## config.mk

```make
export PLATFORM = sky130hd
export DESIGN_NAME = pipe_hazard_ctrl_flat
export DESIGN_NICKNAME = d
export VERILOG_FILES = /design/src/rtl/pipe_hazard_ctrl_pkg.sv /design/src/rtl/pipe_hazard_ctrl_if.sv /design/src/rtl/pipe_hazard_ctrl_hazard_detect.sv /design/src/rtl/pipe_hazard_ctrl.sv /design/src/flat_wrapper.sv
export SDC_FILE = /design/constraint.sdc
export NUM_CORES = 1
export LEC_CHECK = 0
export BUFFER_PORTS_ARGS = -buffer_cell sky130_fd_sc_hd__buf_2
export CAP_MARGIN = 20
export CORE_MARGIN = 3
export CORE_UTILIZATION = 41
export CTS_CLUSTER_SIZE = 20
export DETAILED_ROUTE_END_ITERATION = 10
export PLACE_DENSITY = 0.75
export SLEW_MARGIN = 40
export SYNTH_ARGS = -nofsm -noshare
export SYNTH_HDL_FRONTEND = slang
export SYNTH_SLANG_ARGS = --single-unit
```

## constraint.sdc

```tcl
create_clock -name clk -period 2.4 [get_ports clk]
set_input_delay 0.24 -clock clk [delete_from_list [all_inputs] [get_ports clk]]
set_output_delay 0.24 -clock clk [all_outputs]
set_load 0.02 [all_outputs]
```

## src/rtl/pipe_hazard_ctrl_pkg.sv

```systemverilog
// Shared definitions for the pipeline stall/flush sequencer.
// Latency: n/a (types, constants and a helper function only).
// Backpressure: n/a.
package pipe_hazard_ctrl_pkg;

    // Sequencer state encoding.
    localparam logic [1:0] ST_BOOT     = 2'd0;
    localparam logic [1:0] ST_RUN      = 2'd1;
    localparam logic [1:0] ST_MEM_WAIT = 2'd2;
    localparam logic [1:0] ST_FLUSH    = 2'd3;

    typedef enum logic [1:0] {
        S_BOOT     = ST_BOOT,
        S_RUN      = ST_RUN,
        S_MEM_WAIT = ST_MEM_WAIT,
        S_FLUSH    = ST_FLUSH
    } state_t;

    // Hard-wired zero register; writes to it are discarded, so it never creates a hazard.
    localparam logic [4:0] REG_X0 = 5'd0;

    // Fetch starts here once the boot hold ends.
    localparam logic [63:0] PC_BOOT_ADDR     = 64'h0000_0000_8000_0000;
    localparam int          DEF_BOOT_CYCLES  = 4;
    localparam int          DEF_FLUSH_CYCLES = 1;
    localparam int          DEF_CNT_WIDTH    = 32;

    // True when a used source register matches a non-x0 destination.
    function automatic logic src_match(input logic [4:0] rs, input logic used, input logic [4:0] rd);
        return used && (rs == rd) && (rd != REG_X0);
    endfunction

endpackage

```

## src/rtl/pipe_hazard_ctrl_if.sv

```systemverilog
// Bundle between the hazard sequencer and the pipeline datapath.
// Latency: n/a (wiring only).
// Backpressure: n/a; enables/flushes are the pipeline's stall mechanism.
interface pipe_hazard_ctrl_if
    import pipe_hazard_ctrl_pkg::*;
#(
    parameter int CNT_WIDTH = DEF_CNT_WIDTH
) ();

    // Hazard sources observed in the pipeline.
    logic [4:0]           id_rs1;
    logic [4:0]           id_rs2;
    logic                 id_rs1_used;
    logic                 id_rs2_used;
    logic                 ex_valid;
    logic                 ex_mem_read;
    logic [4:0]           ex_rd;
    logic                 ex_branch_taken;
    logic                 dmem_busy;
    logic                 div_busy;

    // Stage register controls.
    logic                 pc_en;
    logic                 if_id_en;
    logic                 id_ex_en;
    logic                 ex_mem_en;
    logic                 mem_wb_en;
    logic                 if_id_flush;
    logic                 id_ex_flush;
    logic                 pc_redirect;

    // Performance counters.
    logic [CNT_WIDTH-1:0] stall_cnt;
    logic [CNT_WIDTH-1:0] flush_cnt;

    // Sequencer side.
    modport master (
        input  id_rs1, id_rs2, id_rs1_used, id_rs2_used,
        input  ex_valid, ex_mem_read, ex_rd, ex_branch_taken,
        input  dmem_busy, div_busy,
        output pc_en, if_id_en, id_ex_en, ex_mem_en, mem_wb_en,
        output if_id_flush, id_ex_flush, pc_redirect,
        output stall_cnt, flush_cnt
    );

    // Datapath side.
    modport slave (
        output id_rs1, id_rs2, id_rs1_used, id_rs2_used,
        output ex_valid, ex_mem_read, ex_rd, ex_branch_taken,
        output dmem_busy, div_busy,
        input  pc_en, if_id_en, id_ex_en, ex_mem_en, mem_wb_en,
        input  if_id_flush, id_ex_flush, pc_redirect,
        input  stall_cnt, flush_cnt
    );

endinterface

```

## src/rtl/pipe_hazard_ctrl_hazard_detect.sv

```systemverilog
// Load-use hazard compare between the ID source registers and a load in EX.
// Latency: purely combinational, same cycle.
// Backpressure: none; the result only feeds the sequencer's stall decision.
module pipe_hazard_ctrl_hazard_detect
    import pipe_hazard_ctrl_pkg::*;
(
    input  logic [4:0] id_rs1,
    input  logic [4:0] id_rs2,
    input  logic       id_rs1_used,
    input  logic       id_rs2_used,
    input  logic       ex_valid,
    input  logic       ex_mem_read,
    input  logic [4:0] ex_rd,
    output logic       load_use
);

    // A live load in EX whose destination is read by ID needs one bubble.
    always_comb begin
        load_use = ex_valid && ex_mem_read &&
                   (src_match(id_rs1, id_rs1_used, ex_rd) ||
                    src_match(id_rs2, id_rs2_used, ex_rd));
    end

endmodule

```

## src/rtl/pipe_hazard_ctrl.sv

```systemverilog
// Stall/flush sequencer for the 5-stage pipeline: boot hold, load-use, redirect, dmem/div stalls.
// Latency: enables/flushes/redirect are combinational from state+inputs; counters update next edge.
// Backpressure: dmem_busy freezes every stage; div_busy and load-use freeze the front end only.
module pipe_hazard_ctrl
    import pipe_hazard_ctrl_pkg::*;
#(
    parameter int BOOT_CYCLES  = DEF_BOOT_CYCLES,
    parameter int FLUSH_CYCLES = DEF_FLUSH_CYCLES,
    parameter int CNT_WIDTH    = DEF_CNT_WIDTH
) (
    input  logic               clk,
    input  logic               rst,
    pipe_hazard_ctrl_if.master bus
);

    // A zero-length boot hold would never release fetch cleanly, so clamp to 1.
    localparam int                 BOOT_EFF   = (BOOT_CYCLES < 1) ? 1 : BOOT_CYCLES;
    localparam int                 BOOT_W     = (BOOT_EFF > 1) ? $clog2(BOOT_EFF) : 1;
    localparam logic [BOOT_W-1:0]  BOOT_INIT  = BOOT_W'(BOOT_EFF - 1);
    // Redirect bubbles last 1..3 cycles; the redirect cycle itself is the first one.
    localparam int                 FLUSH_EFF  = (FLUSH_CYCLES < 1) ? 1 :
                                                (FLUSH_CYCLES > 3) ? 3 : FLUSH_CYCLES;
    localparam logic [1:0]         FLUSH_INIT = (FLUSH_EFF > 1) ? 2'(FLUSH_EFF - 2) : 2'd0;
    localparam logic [CNT_WIDTH-1:0] CNT_MAX  = '1;

    state_t               state;
    state_t               state_nxt;
    logic [BOOT_W-1:0]    boot_left;
    logic [BOOT_W-1:0]    boot_left_nxt;
    logic [1:0]           flush_left;
    logic [1:0]           flush_left_nxt;
    logic [CNT_WIDTH-1:0] stall_q;
    logic [CNT_WIDTH-1:0] redir_q;
    logic                 load_use;

    logic pc_en, if_id_en, id_ex_en, ex_mem_en, mem_wb_en;
    logic if_id_flush, id_ex_flush, pc_redirect;

    pipe_hazard_ctrl_hazard_detect u_hazard_detect (
        .id_rs1      (bus.id_rs1),
        .id_rs2      (bus.id_rs2),
        .id_rs1_used (bus.id_rs1_used),
        .id_rs2_used (bus.id_rs2_used),
        .ex_valid    (bus.ex_valid),
        .ex_mem_read (bus.ex_mem_read),
        .ex_rd       (bus.ex_rd),
        .load_use    (load_use)
    );

    // State and sequencing counters; reset aborts any in-flight redirect.
    always_ff @(posedge clk or negedge rst) begin
        if (!rst) begin
            state      <= S_BOOT;
            boot_left  <= BOOT_INIT;
            flush_left <= 2'd0;
        end else begin
            state      <= state_nxt;
            boot_left  <= boot_left_nxt;
            flush_left <= flush_left_nxt;
        end
    end

    // Next state and stage controls, in priority order: dmem wait, redirect, divide, load-use.
    always_comb begin
        state_nxt      = state;
        boot_left_nxt  = boot_left;
        flush_left_nxt = flush_left;
        pc_en          = 1'b0;
        if_id_en       = 1'b0;
        id_ex_en       = 1'b0;
        ex_mem_en      = 1'b0;
        mem_wb_en      = 1'b0;
        if_id_flush    = 1'b0;
        id_ex_flush    = 1'b0;
        pc_redirect    = 1'b0;
        case (state)
            S_BOOT: begin
                if (boot_left == '0) begin
                    state_nxt = S_RUN;
                end else begin
                    boot_left_nxt = boot_left - BOOT_W'(1);
                end
            end
            S_FLUSH: begin
                // Bubbles keep being injected; a dmem wait freezes the countdown.
                if_id_flush = 1'b1;
                id_ex_flush = 1'b1;
                if (!bus.dmem_busy) begin
                    pc_en     = 1'b1;
                    if_id_en  = 1'b1;
                    id_ex_en  = 1'b1;
                    ex_mem_en = 1'b1;
                    mem_wb_en = 1'b1;
                    if (flush_left == 2'd0) begin
                        state_nxt = S_RUN;
                    end else begin
                        flush_left_nxt = flush_left - 2'd1;
                    end
                end
            end
            default: begin
                // RUN and MEM_WAIT: once dmem releases, the RUN rules apply in that same cycle.
                if (bus.dmem_busy) begin
                    state_nxt = S_MEM_WAIT;
                end else begin
                    state_nxt = S_RUN;
                    if (bus.ex_valid && bus.ex_branch_taken) begin
                        pc_redirect = 1'b1;
                        pc_en       = 1'b1;
                        if_id_en    = 1'b1;
                        id_ex_en    = 1'b1;
                        ex_mem_en   = 1'b1;
                        mem_wb_en   = 1'b1;
                        if_id_flush = 1'b1;
                        id_ex_flush = 1'b1;
                        if (FLUSH_EFF > 1) begin
                            state_nxt      = S_FLUSH;
                            flush_left_nxt = FLUSH_INIT;
                        end
                    end else if (bus.div_busy) begin
                        // Back end drains; the datapath turns EX/MEM's input into a bubble.
                        ex_mem_en = 1'b1;
                        mem_wb_en = 1'b1;
                    end else if (load_use) begin
                        // Hold IF and ID, push a bubble into EX for exactly one cycle.
                        id_ex_en    = 1'b1;
                        ex_mem_en   = 1'b1;
                        mem_wb_en   = 1'b1;
                        id_ex_flush = 1'b1;
                    end else begin
                        pc_en     = 1'b1;
                        if_id_en  = 1'b1;
                        id_ex_en  = 1'b1;
                        ex_mem_en = 1'b1;
                        mem_wb_en = 1'b1;
                    end
                end
            end
        endcase
    end

    // Saturating performance counters; boot-hold cycles are not stalls.
    always_ff @(posedge clk or negedge rst) begin
        if (!rst) begin
            stall_q <= '0;
            redir_q <= '0;
        end else begin
            if (state != S_BOOT && !pc_en && stall_q != CNT_MAX) begin
                stall_q <= stall_q + CNT_WIDTH'(1);
            end
            if (pc_redirect && redir_q != CNT_MAX) begin
                redir_q <= redir_q + CNT_WIDTH'(1);
            end
        end
    end

    assign bus.pc_en       = pc_en;
    assign bus.if_id_en    = if_id_en;
    assign bus.id_ex_en    = id_ex_en;
    assign bus.ex_mem_en   = ex_mem_en;
    assign bus.mem_wb_en   = mem_wb_en;
    assign bus.if_id_flush = if_id_flush;
    assign bus.id_ex_flush = id_ex_flush;
    assign bus.pc_redirect = pc_redirect;
    assign bus.stall_cnt   = stall_q;
    assign bus.flush_cnt   = redir_q;

endmodule

```

## src/flat_wrapper.sv

```systemverilog
// flat-port wrapper written by rule: the top's interface ports become plain ports
module pipe_hazard_ctrl_flat import pipe_hazard_ctrl_pkg::*;
#(
    parameter int BOOT_CYCLES  = DEF_BOOT_CYCLES,
    parameter int FLUSH_CYCLES = DEF_FLUSH_CYCLES,
    parameter int CNT_WIDTH    = DEF_CNT_WIDTH
)
  (clk, rst, bus_id_rs1, bus_id_rs2, bus_id_rs1_used, bus_id_rs2_used, bus_ex_valid, bus_ex_mem_read, bus_ex_rd, bus_ex_branch_taken, bus_dmem_busy, bus_div_busy, bus_pc_en, bus_if_id_en, bus_id_ex_en, bus_ex_mem_en, bus_mem_wb_en, bus_if_id_flush, bus_id_ex_flush, bus_pc_redirect, bus_stall_cnt, bus_flush_cnt);
  pipe_hazard_ctrl_if #(.CNT_WIDTH(CNT_WIDTH)) bus_i ();
  input  logic clk;
  input  logic rst;
  input wire logic [$bits(bus_i.id_rs1)-1:0] bus_id_rs1;
  input wire logic [$bits(bus_i.id_rs2)-1:0] bus_id_rs2;
  input wire logic [$bits(bus_i.id_rs1_used)-1:0] bus_id_rs1_used;
  input wire logic [$bits(bus_i.id_rs2_used)-1:0] bus_id_rs2_used;
  input wire logic [$bits(bus_i.ex_valid)-1:0] bus_ex_valid;
  input wire logic [$bits(bus_i.ex_mem_read)-1:0] bus_ex_mem_read;
  input wire logic [$bits(bus_i.ex_rd)-1:0] bus_ex_rd;
  input wire logic [$bits(bus_i.ex_branch_taken)-1:0] bus_ex_branch_taken;
  input wire logic [$bits(bus_i.dmem_busy)-1:0] bus_dmem_busy;
  input wire logic [$bits(bus_i.div_busy)-1:0] bus_div_busy;
  output wire logic [$bits(bus_i.pc_en)-1:0] bus_pc_en;
  output wire logic [$bits(bus_i.if_id_en)-1:0] bus_if_id_en;
  output wire logic [$bits(bus_i.id_ex_en)-1:0] bus_id_ex_en;
  output wire logic [$bits(bus_i.ex_mem_en)-1:0] bus_ex_mem_en;
  output wire logic [$bits(bus_i.mem_wb_en)-1:0] bus_mem_wb_en;
  output wire logic [$bits(bus_i.if_id_flush)-1:0] bus_if_id_flush;
  output wire logic [$bits(bus_i.id_ex_flush)-1:0] bus_id_ex_flush;
  output wire logic [$bits(bus_i.pc_redirect)-1:0] bus_pc_redirect;
  output wire logic [$bits(bus_i.stall_cnt)-1:0] bus_stall_cnt;
  output wire logic [$bits(bus_i.flush_cnt)-1:0] bus_flush_cnt;
  assign bus_i.id_rs1 = bus_id_rs1;
  assign bus_i.id_rs2 = bus_id_rs2;
  assign bus_i.id_rs1_used = bus_id_rs1_used;
  assign bus_i.id_rs2_used = bus_id_rs2_used;
  assign bus_i.ex_valid = bus_ex_valid;
  assign bus_i.ex_mem_read = bus_ex_mem_read;
  assign bus_i.ex_rd = bus_ex_rd;
  assign bus_i.ex_branch_taken = bus_ex_branch_taken;
  assign bus_i.dmem_busy = bus_dmem_busy;
  assign bus_i.div_busy = bus_div_busy;
  assign bus_pc_en = bus_i.pc_en;
  assign bus_if_id_en = bus_i.if_id_en;
  assign bus_id_ex_en = bus_i.id_ex_en;
  assign bus_ex_mem_en = bus_i.ex_mem_en;
  assign bus_mem_wb_en = bus_i.mem_wb_en;
  assign bus_if_id_flush = bus_i.if_id_flush;
  assign bus_id_ex_flush = bus_i.id_ex_flush;
  assign bus_pc_redirect = bus_i.pc_redirect;
  assign bus_stall_cnt = bus_i.stall_cnt;
  assign bus_flush_cnt = bus_i.flush_cnt;
  pipe_hazard_ctrl #(.BOOT_CYCLES(BOOT_CYCLES), .FLUSH_CYCLES(FLUSH_CYCLES), .CNT_WIDTH(CNT_WIDTH)) u_core (.clk(clk), .rst(rst), .bus(bus_i));
endmodule
```

=== Word-level counts from Yosys, hierarchy flattened ===
Cells that the tools add are included.

* Add/subtract/negate cells: 4
* Equality and inequality tests: 8
* Mux-type cells: 25
* Bitwise operators: 3
* Reductions and logical operators: 21

{| class="wikitable"
|+ Operators by type and width
! cell !! count
|-
| adder 32 x 1 -> 32 bit (second input constant) || 2
|-
| inequality test 32 bit (second input constant) || 2
|-
| 2-to-1 mux 1 bit || 16
|-
| equality test 5 bit || 2
|-
| logical AND 1 bit || 10
|-
| 2-to-1 mux 2 bit || 4
|-
| case mux 1 bit (2 select lines) || 4
|-
| zero test 2 bit || 3
|-
| AND reduction 3 bit || 2
|-
| nonzero test 5 bit || 1
|-
| inequality test 2 x 1 -> 1 bit (second input constant) || 2
|-
| case mux 2 bit (2 select lines) || 1
|-
| subtractor 2 x 1 -> 2 bit (second input constant) || 2
|-
| NOT 1 bit || 3
|-
| equality test 2 bit (second input constant) || 1
|-
| inequality test 2 bit (second input constant) || 1
|-
| AND reduction 2 bit || 1
|-
| nonzero test 2 bit || 1
|-
| OR reduction 2 bit || 1
|-
| zero test 1 bit || 1
|-
| logical OR 1 bit || 1
|}

* Bits in registers: 70
* Input bits: 24
* Output and inout port bits: 72

=== Depth between registers and ports, before layout ===
Gate-level depths: netlist (run 1).

* Word-level depth: 13
* Mapped depth: 10
* Mapped depth without buffers: 9

=== Hierarchy ===
A second synthesis (run 1) with hierarchy kept.

* Cells, all modules: 354
* Area total of the unflattened synthesis: 3702.3 um^2

{| class="wikitable"
|+ By module, submodules not included
! module !! instances !! cells an instance !! area each (um^2)
|-
| pipe_hazard_ctrl || 1 || 337 || 3567.2
|-
| pipe_hazard_ctrl_hazard_detect || 1 || 17 || 135.1
|}

=== Least setup slack after synthesis (run 1) ===
OpenSTA, ideal clock, no wires.

* Kind: register to register
* From: register u_core.state[0]
* To: register u_core.stall_q[18] (netlist: u_core.bus.stall_cnt[18])
* Setup time: 0.130 ns
* Arrival time: 2.183 ns
* Data required time: 2.270 ns
* Path slack: 0.086 ns
* Stages on the path, launching flop included: 10
* Clock period less this slack: 2.314 ns
* Path through: dfrtp_1 > inv_1 > ha_1 > nand4b_1 > o21a_1 > o211ai_1 > or3_1 > buf_2 > or4_4 > xnor2_2

* Longest elaborated chain between the ends: 5
* Elaborated cells on any way between the ends: 7
* Classes of those cells: eq/ne (1); mux (1); reduce/logical (5)

{| class="wikitable"
|+ Ends and longest elaborated chain
! element !! line !! RTL
|-
| start, declared || pipe_hazard_ctrl.sv:26 || <nowiki>state_t state;</nowiki>
|-
| start signal, assigned || pipe_hazard_ctrl.sv:57 || <nowiki>state <= state_nxt;</nowiki>
|-
| equality test 2 bit / zero test 2 bit (equally long branches) || pipe_hazard_ctrl.sv:76 || <nowiki>case (state)</nowiki>
|-
| case mux 1 bit (2 select lines) || pipe_hazard_ctrl.sv:76 ||
|-
| zero test 1 bit || pipe_hazard_ctrl.sv:148 || <nowiki>if (state != S_BOOT && !pc_en && stall_q != CNT_MAX) begin</nowiki>
|-
| logical AND 1 bit * (2 in a row) || pipe_hazard_ctrl.sv:148 ||
|-
| end signal, assigned || pipe_hazard_ctrl.sv:149 || <nowiki>stall_q <= stall_q + CNT_WIDTH'(1);</nowiki>
|-
| end, declared || pipe_hazard_ctrl.sv:32 || <nowiki>logic [CNT_WIDTH-1:0] stall_q;</nowiki>
|}

Every way passes the cells marked *; elsewhere a longest branch is shown, timed or not.
A chain may end at the register's enable or synchronous reset.

=== Final worst setup path (run 1) ===
Same ends and word-level chain as after synthesis.

==> impl_metrics.toml, run 1 <==
[timing]
timing.final.ws_setup_ns = 0.1310
rsz0062_at_grt = "false"
worst_pin_slew_ns = 0.7155
slew_viol_final = 0
skew_ns = 0.005324
finalHoldViolCount = 0
max_freq_mhz = 440.7
fin_crit_ns = 2.269
finalCritPeriodShare = 0.9454
maxSlewHeadroom = 0.5230
setup-violations-final = 0

[floorplan]
dieArea_mm2 = 0.009937
boundaryPins = 96
rows = 33
die_x_um = 99.69
core_area_mm2 = 0.008382
die-height_um = 99.69
initial_core_util = 0.4293

[final_layout]
nets = 483
fin_util = 0.5434
drive_gt1_frac = 0.3210
num_antenna_cells = 0
final_cell_mix = "buf_2 (95), dfrtp_1 (68), xnor2_1 (40), xor2_1 (31), nand2_1 (31)"
syn2layout_area_growth_pct = 26.56
nFillCells = 761
mostFrequentLayoutCell = "buf_2"

[power]
netSwitchingFraction = 0.3644
seq_power_share = 0.403
p_leak_nw = 2.332
clockPowerShare = 0.251
p_total_mw = 3.527
power_switching_mw = 1.285
peakVddDrop_v = 0.0004232
power_frac_comb = 0.346
p_per_area_mw_per_mm2 = 774.4
internal_power_mw = 2.242

[synth]
synth.area.top_cells = "dfrtp_1 (47%), xnor2_1 (9.7%), xor2_1 (7.5%)"
ys.warnings.count = 0
syn_area_mm2 = 0.003598
async_reset_ff_frac = 1.000
synth.yosys.seq_area_share = 0.4875
synth_top_area_share = 0.4729
ys_seq_elements = 70
synthCells = 341
synth.avg_cell_area_um2 = 10.55
synth_ff_type = "dfrtp_1"
syn_nets = 371
synth_edf_count = 0
ys_types = 46
yosysTopAreaCell = "dfrtp_1"

[clock_network]
clk_latency_ns = 0.33
h-tree-depth = 3
cts-buffers-inserted = 9
path_clk_slew_ns = 0.07
cts_max_path_buffers = 2
clock_sinks = 70
ctsRootBufferMaster = "clkbuf_8"
cts_tree = "yes"

[critical_path]
critPathKind = "reg2reg"
cp-end-kind = "register"
worstPathCellList = "inv_1, ha_4, nor2_2, a311o_1, o211ai_1, or3_4, or4_4, xnor2_2"
cp-start-kind = "register"
rrSetupSlack_ns = 0.13
critPathMaxFanout = 7
cp.required_ns = 2.61
arrival_ns = 2.48
critPathMaxStageDelay_ns = 0.44
crit_slowest_cell = "or4_4"

[drt]
vias = 2942
dr.pass1.iters = 7
drc = 0
post_drt_wl_per_cell_um = 14.22
routed_wl_mm = 8.006
initialDrtViolationCount = 80
via_per_inst = 5.226
drtAntennaViolNets = 0

[outcome]
outcome = "complete, no violations"

[place]
gp_congestion = 0.8617
dp_hpwl_mm = 6.217
port-buffer-count = 95
preCtsSetupSlack_ns = -0.04808

[global_route]
grt_pass1_vias = 2928
antenna_found_initial = 0
grt_start_max_net_pins = 42
grt_pass1_wl_mm = 13.83
grt_use_total = 0.1716
grt-ovfl-total = 0

[flow_run]
max_cap_viol_count = 0

[worst_hold_path]
hp-class = "in2reg"
-- Yosys cell counts, types with 2 or more instances --
| cell type | n |
|---|---|
| nor3_1 | 9 |
| nand2_1 | 31 |
| dfstp_2 | 2 |
| and2_0 | 2 |
| and3_1 | 12 |
| buf_4 | 2 |
| a21oi_1 | 2 |
| nor2_1 | 15 |
| nor3_2 | 2 |
| or3_1 | 4 |
| nand3_1 | 18 |
| a31oi_1 | 6 |
| xor2_1 | 31 |
| inv_1 | 17 |
| nand2b_1 | 4 |
| and4_1 | 9 |
| buf_6 | 2 |
| a22oi_1 | 2 |
| clkbuf_1 | 2 |
| ha_1 | 6 |
| nor4_1 | 3 |
| buf_2 | 2 |
| nand4_1 | 18 |
| dfrtp_1 | 68 |
| o21a_1 | 2 |
| xnor2_1 | 40 |
| nor4_2 | 6 |
| o21ai_0 | 6 |
-- per-stage QoR --
stage	hold slack (ns)	cells	instance area [um^2]	setup TNS, ns
after floorplan	-0.05559	341	3598	0
after global placement	0.3313	545	4269	0
after detailed placement	0.3373	545	4269	-0.1343
after CTS	0.2151	562	4483	0
after global routing	0.2255	563	4554	0
final	0.2333	563	4554	0
-- cells by family after synthesis --
kind of cell	after synthesis	share of synthesized area
AND/OR/NAND/NOR	142	0.2323
XOR/XNOR	72	0.1773
flip-flops	70	0.4875
adder cells (fa/ha/maj)	6	0.02086
buffers and inverters	26	0.03407
multiplexers	1	0.003129
AO/OA/AOI/OAI	24	0.04486
-- what timing repair did --
| action | 4_1_cts | 5_1_grt |
|---|---|---|
| endpoints found under the hold margin | 27 | 0 |
| pin swaps | 0 | 5 |
| buffers inserted | 0 | 1 |
| resized for setup | 3 | 10 |
| hold buffers | 1 | 0 |
| endpoints found under the setup margin | 5 | 33 |
-- worst max-delay path: cells and delay by family (launching register included) --
| family | cells | cell delay [ns] |
|---|---|---|
| AOI/OAI and AO/OA | 2 | 0.30 |
| adders and majority gates | 1 | 0.24 |
| buffers and inverters | 1 | 0.12 |
| DFF | 1 | 0.40 |
| xor gates and xnor gates | 1 | 0.14 |
| and+or+nand+nor | 3 | 0.95 |
-- registers in the layout, indices dropped and copies added, names as in the netlist --
| signal | flops |
|---|---|
| u_core.boot_left | 2 |
| u_core.bus.flush_cnt | 32 |
| u_core.flush_left | 2 |
| u_core.bus.stall_cnt | 32 |
| u_core.state | 2 |
-- final cells by class --
type                            instances  area, um^2  area share
Clock buffer                           13       168.9     0.03709
Clock inverter                          3       17.52    0.003846
Inverter                               17       63.81     0.01401
Multi-Input combinational cell        245        1803      0.3959
Sequential cell                        70        1754      0.3852
Tap cell                              105       131.4     0.02885
Timing Repair Buffer                  110       615.6      0.1352
-- worst paths after layout --
path / start / endpoint / cells past startpoint
min reg2reg: u_core.flush_left[0]$_DFFE_PN0P_ / u_core.flush_left[0]$_DFFE_PN0P_ / 1
max reg2reg: u_core.state[0]$_DFFE_PN0P_ / u_core.bus.stall_cnt[18]$_DFFE_PN0P_ / 8
max: u_core.state[0]$_DFFE_PN0P_ / u_core.bus.stall_cnt[18]$_DFFE_PN0P_ / 8
max in group asynchronous: rst / u_core.bus.flush_cnt[29]$_DFFE_PN0P_ / 3
min: bus_dmem_busy / u_core.state[0]$_DFFE_PN0P_ / 2
min in group asynchronous: rst / u_core.bus.stall_cnt[26]$_DFFE_PN0P_ / 2
-- per-layer routing --
metal | GRT usage | share of wire
met1 | 0.2108 | 0.43
met2 | 0.2904 | 0.49
met3 | 0.03366 | 0.062
met4 | 0.07773 | 0.020
met5 | 0 | 0
-- power by group through the flow --
stage	sequential, mW	combinational (mW)	clock (mW)
2_1_floorplan	1.52	0.658	0
3_3_place_gp	1.44	1.08	0
3_5_place_dp	1.45	1.12	0
4_1_cts	1.42	1.15	0.910
5_1_grt	1.45	1.33	0.961
6_report	1.42	1.22	0.885
(Power assumes the default switching activity.)
==> run 2, diff against run 1 <==
--- a/config.mk
+++ b/config.mk
@@ -7,10 +7,12 @@
 export LEC_CHECK = 0
 export BUFFER_PORTS_ARGS = -buffer_cell sky130_fd_sc_hd__buf_2
 export CAP_MARGIN = 20
+export CORE_ASPECT_RATIO = 2
 export CORE_MARGIN = 3
 export CORE_UTILIZATION = 41
 export CTS_CLUSTER_SIZE = 20
 export DETAILED_ROUTE_END_ITERATION = 10
+export GPL_ROUTABILITY_DRIVEN = 0
 export PLACE_DENSITY = 0.75
 export SLEW_MARGIN = 40
 export SYNTH_ARGS = -nofsm -noshare
==> run 2 against run 1 <==
Against the previous run:
- critical path depth rose by 1
- first-iteration DRC count grew 68%
- sequential cell count did not move
- clock-buffer cell count shrank 1
- worst hold slack gained 0.0012 ns
- via count rose by 2.5%
- non-clock buffer count increased by 7
==> impl_metrics.toml, run 2 (synthesis results as in run 1) <==
[clock_network]
clk_latency_ns = 0.33
postCtsSetupBuffers = 0
cts_tree = "yes"
cts-buffers-inserted = 9
clock_sinks = 70
cts_max_path_buffers = 2
ctsRootBufferMaster = "clkbuf_16"
path_clk_slew_ns = 0.06
h-tree-depth = 3

[final_layout]
num_antenna_cells = 0
nFillCells = 762
fin_util = 0.5550
mostFrequentLayoutCell = "buf_2"
stdcell_count = 563
syn2layout_area_growth_pct = 29.69
nets = 490
final_cell_mix = "buf_2 (95), dfrtp_1 (68), xnor2_1 (40), xor2_1 (31), nand2_1 (31)"
drive_gt1_frac = 0.3204

[worst_hold_path]
hold_start = "bus_dmem_busy"
min_to = "u_core.state[0]$_DFFE_PN0P_"
hp-class = "in2reg"
min_path_cells = 2

[critical_path]
cp-end-kind = "register"
rrSetupSlack_ns = 0.09
arrival_ns = 2.56
critPathTopFamily = "simple AND/OR/NAND/NOR gates"
cp.buffers_inverters = 2
reg2reg_from = "u_core.state[1]$_DFFE_PN0P_"
critPathMaxFanout = 9
critPathMaxStageDelay_ns = 0.43
worstPathCellList = "inv_1, ha_4, nand2b_1, o21a_1, o211ai_1, or3_4, buf_6, nor4_1, xnor2_1"
cp-start-kind = "register"
crit_slowest_cell = "or3_4"
reg2reg_to = "u_core.bus.stall_cnt[15]$_DFFE_PN0P_"
ff2ff_path_depth = 9
critPathKind = "reg2reg"
cp.required_ns = 2.65

[drt]
vias = 3016
dr.pass1.iters = 5
drtAntennaViolNets = 0
drc = 0
post_drt_wl_per_cell_um = 15.64
routed_wl_mm = 8.808
initialDrtViolationCount = 134
via_per_inst = 5.357

[global_route]
grt_pass1_vias = 3120
grt_pass1_wl_mm = 14.91
antenna_found_initial = 0
grt_start_max_net_pins = 29
grt-ovfl-total = 0
grt_use_total = 0.1878

[floorplan]
dieArea_mm2 = 0.01001
die_x_um = 72.25
initial_core_util = 0.4279
rows = 47
die-height_um = 138.5
boundaryPins = 96
core_area_mm2 = 0.008409

[timing]
finalCritPeriodShare = 0.9613
timing.final.ws_setup_ns = 0.09278
tns_ns = 0
setup-violations-final = 0
fin_crit_ns = 2.307
rsz0062_at_grt = "true"
finalHoldViolCount = 0
max_freq_mhz = 433.4
maxSlewHeadroom = 0.5066
skew_ns = 0.005877
slew_viol_final = 0
worst_pin_slew_ns = 0.7361

[power]
p_leak_nw = 2.392
peakVddDrop_v = 0.0004730
p_total_mw = 4.031
p_per_area_mw_per_mm2 = 863.8

[place]
preCtsSetupSlack_ns = -0.006854
place_inst = 546
port-buffer-count = 95
dp_hpwl_mm = 6.689

[outcome]
outcome = "complete, no violations"

[flow_run]
max_cap_viol_count = 0
## run 2: changes by cell type in the layout (fill, tap and decap cells not counted), moves of 2 or more
| cell | change |
|---|---|
| buf_4 | +7 |
| bufinv_16 | +2 |
| clkbuf_16 | +9 |
| clkbuf_8 | -11 |
| nor4_2 | +3 |
| nor4_4 | -4 |
## run 2: metal layers
metal / vias up / global-route usage / routed length [um]
li1: 1422 / - / -
met1: 1484 / 0.2092 / 3329
met2: 90 / 0.3242 / 4798
met3: 20 / 0.04360 / 399
met4: 0 / 0.09316 / 281
met5: - / 0 / 0
## run 2: timing repair
action | CTS | global route
pin swaps | 2 | 3
hold buffers | 1 | 0
endpoints found under the setup margin | 11 | 30
gates resized for setup | 2 | 6
hold endpoints to repair | 22 | 0
## run 2: power breakdown
group / internal, mW / total, mW / switching [mW]
Combinational: 0.484 / 1.22 / 0.732
Clock: 0.935 / 1.41 / 0.480
Sequential: 1.30 / 1.40 / 0.104
## run 2: worst max-delay path by stage
stage / from / depth (start not counted) / to / slack, ns
floorplan: u_core.state[0]$_DFFE_PN0P_ / 9 / u_core.bus.stall_cnt[18]$_DFFE_PN0P_ / 0.09
global placement: u_core.state[0]$_DFFE_PN0P_ / 9 / u_core.bus.stall_cnt[11]$_DFFE_PN0P_ / 0.06
detailed placement: u_core.state[0]$_DFFE_PN0P_ / 9 / u_core.bus.stall_cnt[15]$_DFFE_PN0P_ / -0.007
CTS: u_core.state[1]$_DFFE_PN0P_ / 9 / u_core.bus.stall_cnt[7]$_DFFE_PN0P_ / 0.03
global route: u_core.state[1]$_DFFE_PN0P_ / 8 / u_core.bus.stall_cnt[20]$_DFFE_PN0P_ / -0.09
finish: u_core.state[1]$_DFFE_PN0P_ / 9 / u_core.bus.stall_cnt[15]$_DFFE_PN0P_ / 0.09
## run 2: cell type report
class / instances / area [um^2] / area share
sequential: 70 / 1754 / 0.3759
multi-input combinational: 245 / 1750 / 0.3751
timing repair buffer: 117 / 659.4 / 0.1413
clock buffer: 12 / 246.5 / 0.05281
tap: 98 / 122.6 / 0.02627
clock inverter: 4 / 70.07 / 0.01501
inverter: 17 / 63.81 / 0.01367
## run 2: stage by stage
step / hold slack [ns] / instance area [um^2]
after floorplan: -0.05559 / 3598
after global placement: 0.2418 / 4295
after detailed placement: 0.2581 / 4295
after CTS: 0.2204 / 4639
after global routing: 0.2385 / 4667
final: 0.2345 / 4667
==> run 3, diff against run 2 <==
--- a/config.mk
+++ b/config.mk
@@ -9,11 +9,11 @@
 export CAP_MARGIN = 20
 export CORE_ASPECT_RATIO = 2
 export CORE_MARGIN = 3
-export CORE_UTILIZATION = 41
+export CORE_UTILIZATION = 48
 export CTS_CLUSTER_SIZE = 20
 export DETAILED_ROUTE_END_ITERATION = 10
 export GPL_ROUTABILITY_DRIVEN = 0
-export PLACE_DENSITY = 0.75
+export PLACE_DENSITY = 0.85
 export SLEW_MARGIN = 40
 export SYNTH_ARGS = -nofsm -noshare
 export SYNTH_HDL_FRONTEND = slang
==> run 3 against run 2 <==
Against the previous run:
- power is 4.6% higher
- cell count decreased by 1.4%
- worst hold slack worse by 0.017 ns
- critical path type unchanged
- die area fell by 14%
- largest cell class is now multi-input gates
- sequential share of layout area fell by 0.28 points
==> impl_metrics.toml, run 3 (synthesis results as in run 1) <==
[outcome]
outcome = "complete, no violations"

[critical_path]
cp-start-kind = "register"
worstPathCellList = "inv_1, ha_4, nor2_1, a311o_1, a222oi_1, or3_4, buf_8, nor3_1, xor2_1"
crit_slowest_cell = "dfrtp_1"
critPathMaxStageDelay_ns = 0.37
cp-end-kind = "register"
rrSetupSlack_ns = 0.12
arrival_ns = 2.49
critPathMaxFanout = 14
cp.buffers_inverters = 2
ff2ff_path_depth = 9
critPathKind = "reg2reg"
reg2reg_from = "u_core.state[0]$_DFFE_PN0P_"
reg2reg_to = "u_core.bus.stall_cnt[7]$_DFFE_PN0P_"
cp.required_ns = 2.60
critPathTopFamily = "compound AO/OA/AOI/OAI gates"

[drt]
drc = 0
via_per_inst = 5.375
drtAntennaViolNets = 0
routed_wl_mm = 8.734
initialDrtViolationCount = 178
dr.pass1.iters = 4
vias = 2983
post_drt_wl_per_cell_um = 15.74

[place]
placed_area_mm2 = 0.004278
port-buffer-count = 95
dp_hpwl_mm = 6.545
preCtsSetupSlack_ns = -0.05942
place_inst = 537

[clock_network]
clk_latency_ns = 0.33
cts_max_path_buffers = 2
clock_sinks = 70
ctsRootBufferMaster = "clkbuf_16"
path_clk_slew_ns = 0.05
h-tree-depth = 3
cts_tree = "yes"
cts-buffers-inserted = 9

[global_route]
antenna_found_initial = 0
grt_pass1_wl_mm = 13.97
grt_use_total = 0.2133
grt_pass1_vias = 3036
grt_start_max_net_pins = 39
grt-ovfl-total = 0

[final_layout]
nets = 488
design_area_mm2 = 0.004702
num_antenna_cells = 0
drive_gt1_frac = 0.3261
register_area_mm2 = 0.001754
multi_input_area_mm2 = 0.001755
fin_util = 0.6470
final_cell_mix = "buf_2 (95), dfrtp_1 (68), xnor2_1 (40), xor2_1 (31), nand2_1 (31)"
stdcell_count = 555
nFillCells = 594
mostFrequentLayoutCell = "buf_2"
syn2layout_area_growth_pct = 30.67

[floorplan]
die_x_um = 67.23
core_area_mm2 = 0.007267
die-height_um = 128.5
dieArea_mm2 = 0.008635
rows = 44
initial_core_util = 0.4952
boundaryPins = 96

[power]
peakVddDrop_v = 0.0006060
p_leak_nw = 2.394
p_total_mw = 4.216
p_per_area_mw_per_mm2 = 896.5

[flow_run]
max_cap_viol_count = 0

[timing]
finalCritPeriodShare = 0.9520
skew_ns = 0.005214
slew_viol_final = 0
setup-violations-final = 0
tns_ns = 0
timing.final.ws_setup_ns = 0.1152
maxSlewHeadroom = 0.4846
max_freq_mhz = 437.7
fin_crit_ns = 2.285
timing.hold.ws_ns = 0.2180
finalHoldViolCount = 0
worst_pin_slew_ns = 0.7730

[worst_hold_path]
min_path_cells = 2
min_to = "u_core.state[0]$_DFFE_PN0P_"
hold_start = "bus_dmem_busy"
hp-class = "in2reg"
[run 3: cell types whose count changed in the layout (fill, tap and decap cells not counted), sizes merged]
| cell | previous run | this run |
|---|---|---|
| clkinv | 2 | 0 |
| clkbuf | 12 | 14 |
| buf | 116 | 114 |
| clkinvlp | 0 | 1 |
| inv | 17 | 16 |
[run 3: cell type report]
class                      count  area share
timing repair buffer         115      0.1394
clock inverter                 2     0.01277
sequential                    70      0.3731
tap                           92     0.02448
inverter                      17     0.01437
multi-input combinational    245      0.3733
clock buffer                  14     0.06253
[run 3: how the worst max path moves through the flow]
stage	slack [ns]	end	cells past startpoint	from
4_1_cts	0.009	u_core.bus.stall_cnt[11]$_DFFE_PN0P_	9	u_core.state[1]$_DFFE_PN0P_
6_report	0.12	u_core.bus.stall_cnt[7]$_DFFE_PN0P_	9	u_core.state[0]$_DFFE_PN0P_
5_1_grt	-0.01	u_core.bus.stall_cnt[8]$_DFFE_PN0P_	9	u_core.state[1]$_DFFE_PN0P_
3_5_place_dp	-0.06	u_core.bus.stall_cnt[11]$_DFFE_PN0P_	9	u_core.state[0]$_DFFE_PN0P_
3_3_place_gp	0.06	u_core.bus.stall_cnt[11]$_DFFE_PN0P_	9	u_core.state[0]$_DFFE_PN0P_
2_1_floorplan	0.09	u_core.bus.stall_cnt[18]$_DFFE_PN0P_	9	u_core.state[0]$_DFFE_PN0P_
[run 3: worst reg2reg max path: stages, from the launching register on]
cell and delay (ns):
dfrtp_1 0.37, inv_1 0.09, ha_4 0.31, nor2_1 0.05, a311o_1 0.35, a222oi_1 0.37
or3_4 0.25, buf_8 0.16, nor3_1 0.08, xor2_1 0.14
[run 3: repair_timing]
| action | 4_1_cts | 5_1_grt |
|---|---|---|
| gates resized for setup | 4 | 7 |
| hold endpoints to repair | 5 | 0 |
| hold buffers | 1 | 0 |
| pin swaps | 0 | 2 |
| endpoints found under the setup margin | 15 | 43 |
| buffers inserted | 0 | 1 |
[run 3: metal layers]
metal  share of wire  global-route usage  vias to the layer above
li1                -                   -                     1426
met1            0.35              0.2170                     1458
met2            0.58              0.3828                       76
met3           0.035             0.04803                       23
met4           0.031              0.1232                        0
met5               0                   0                        -
[run 3: where the power goes]
part | leakage, nW | switching [mW] | internal [mW]
logic | 1.29 | 0.766 | 0.519
registers | 0.926 | 0.103 | 1.30
clock network | 0.175 | 0.479 | 1.05
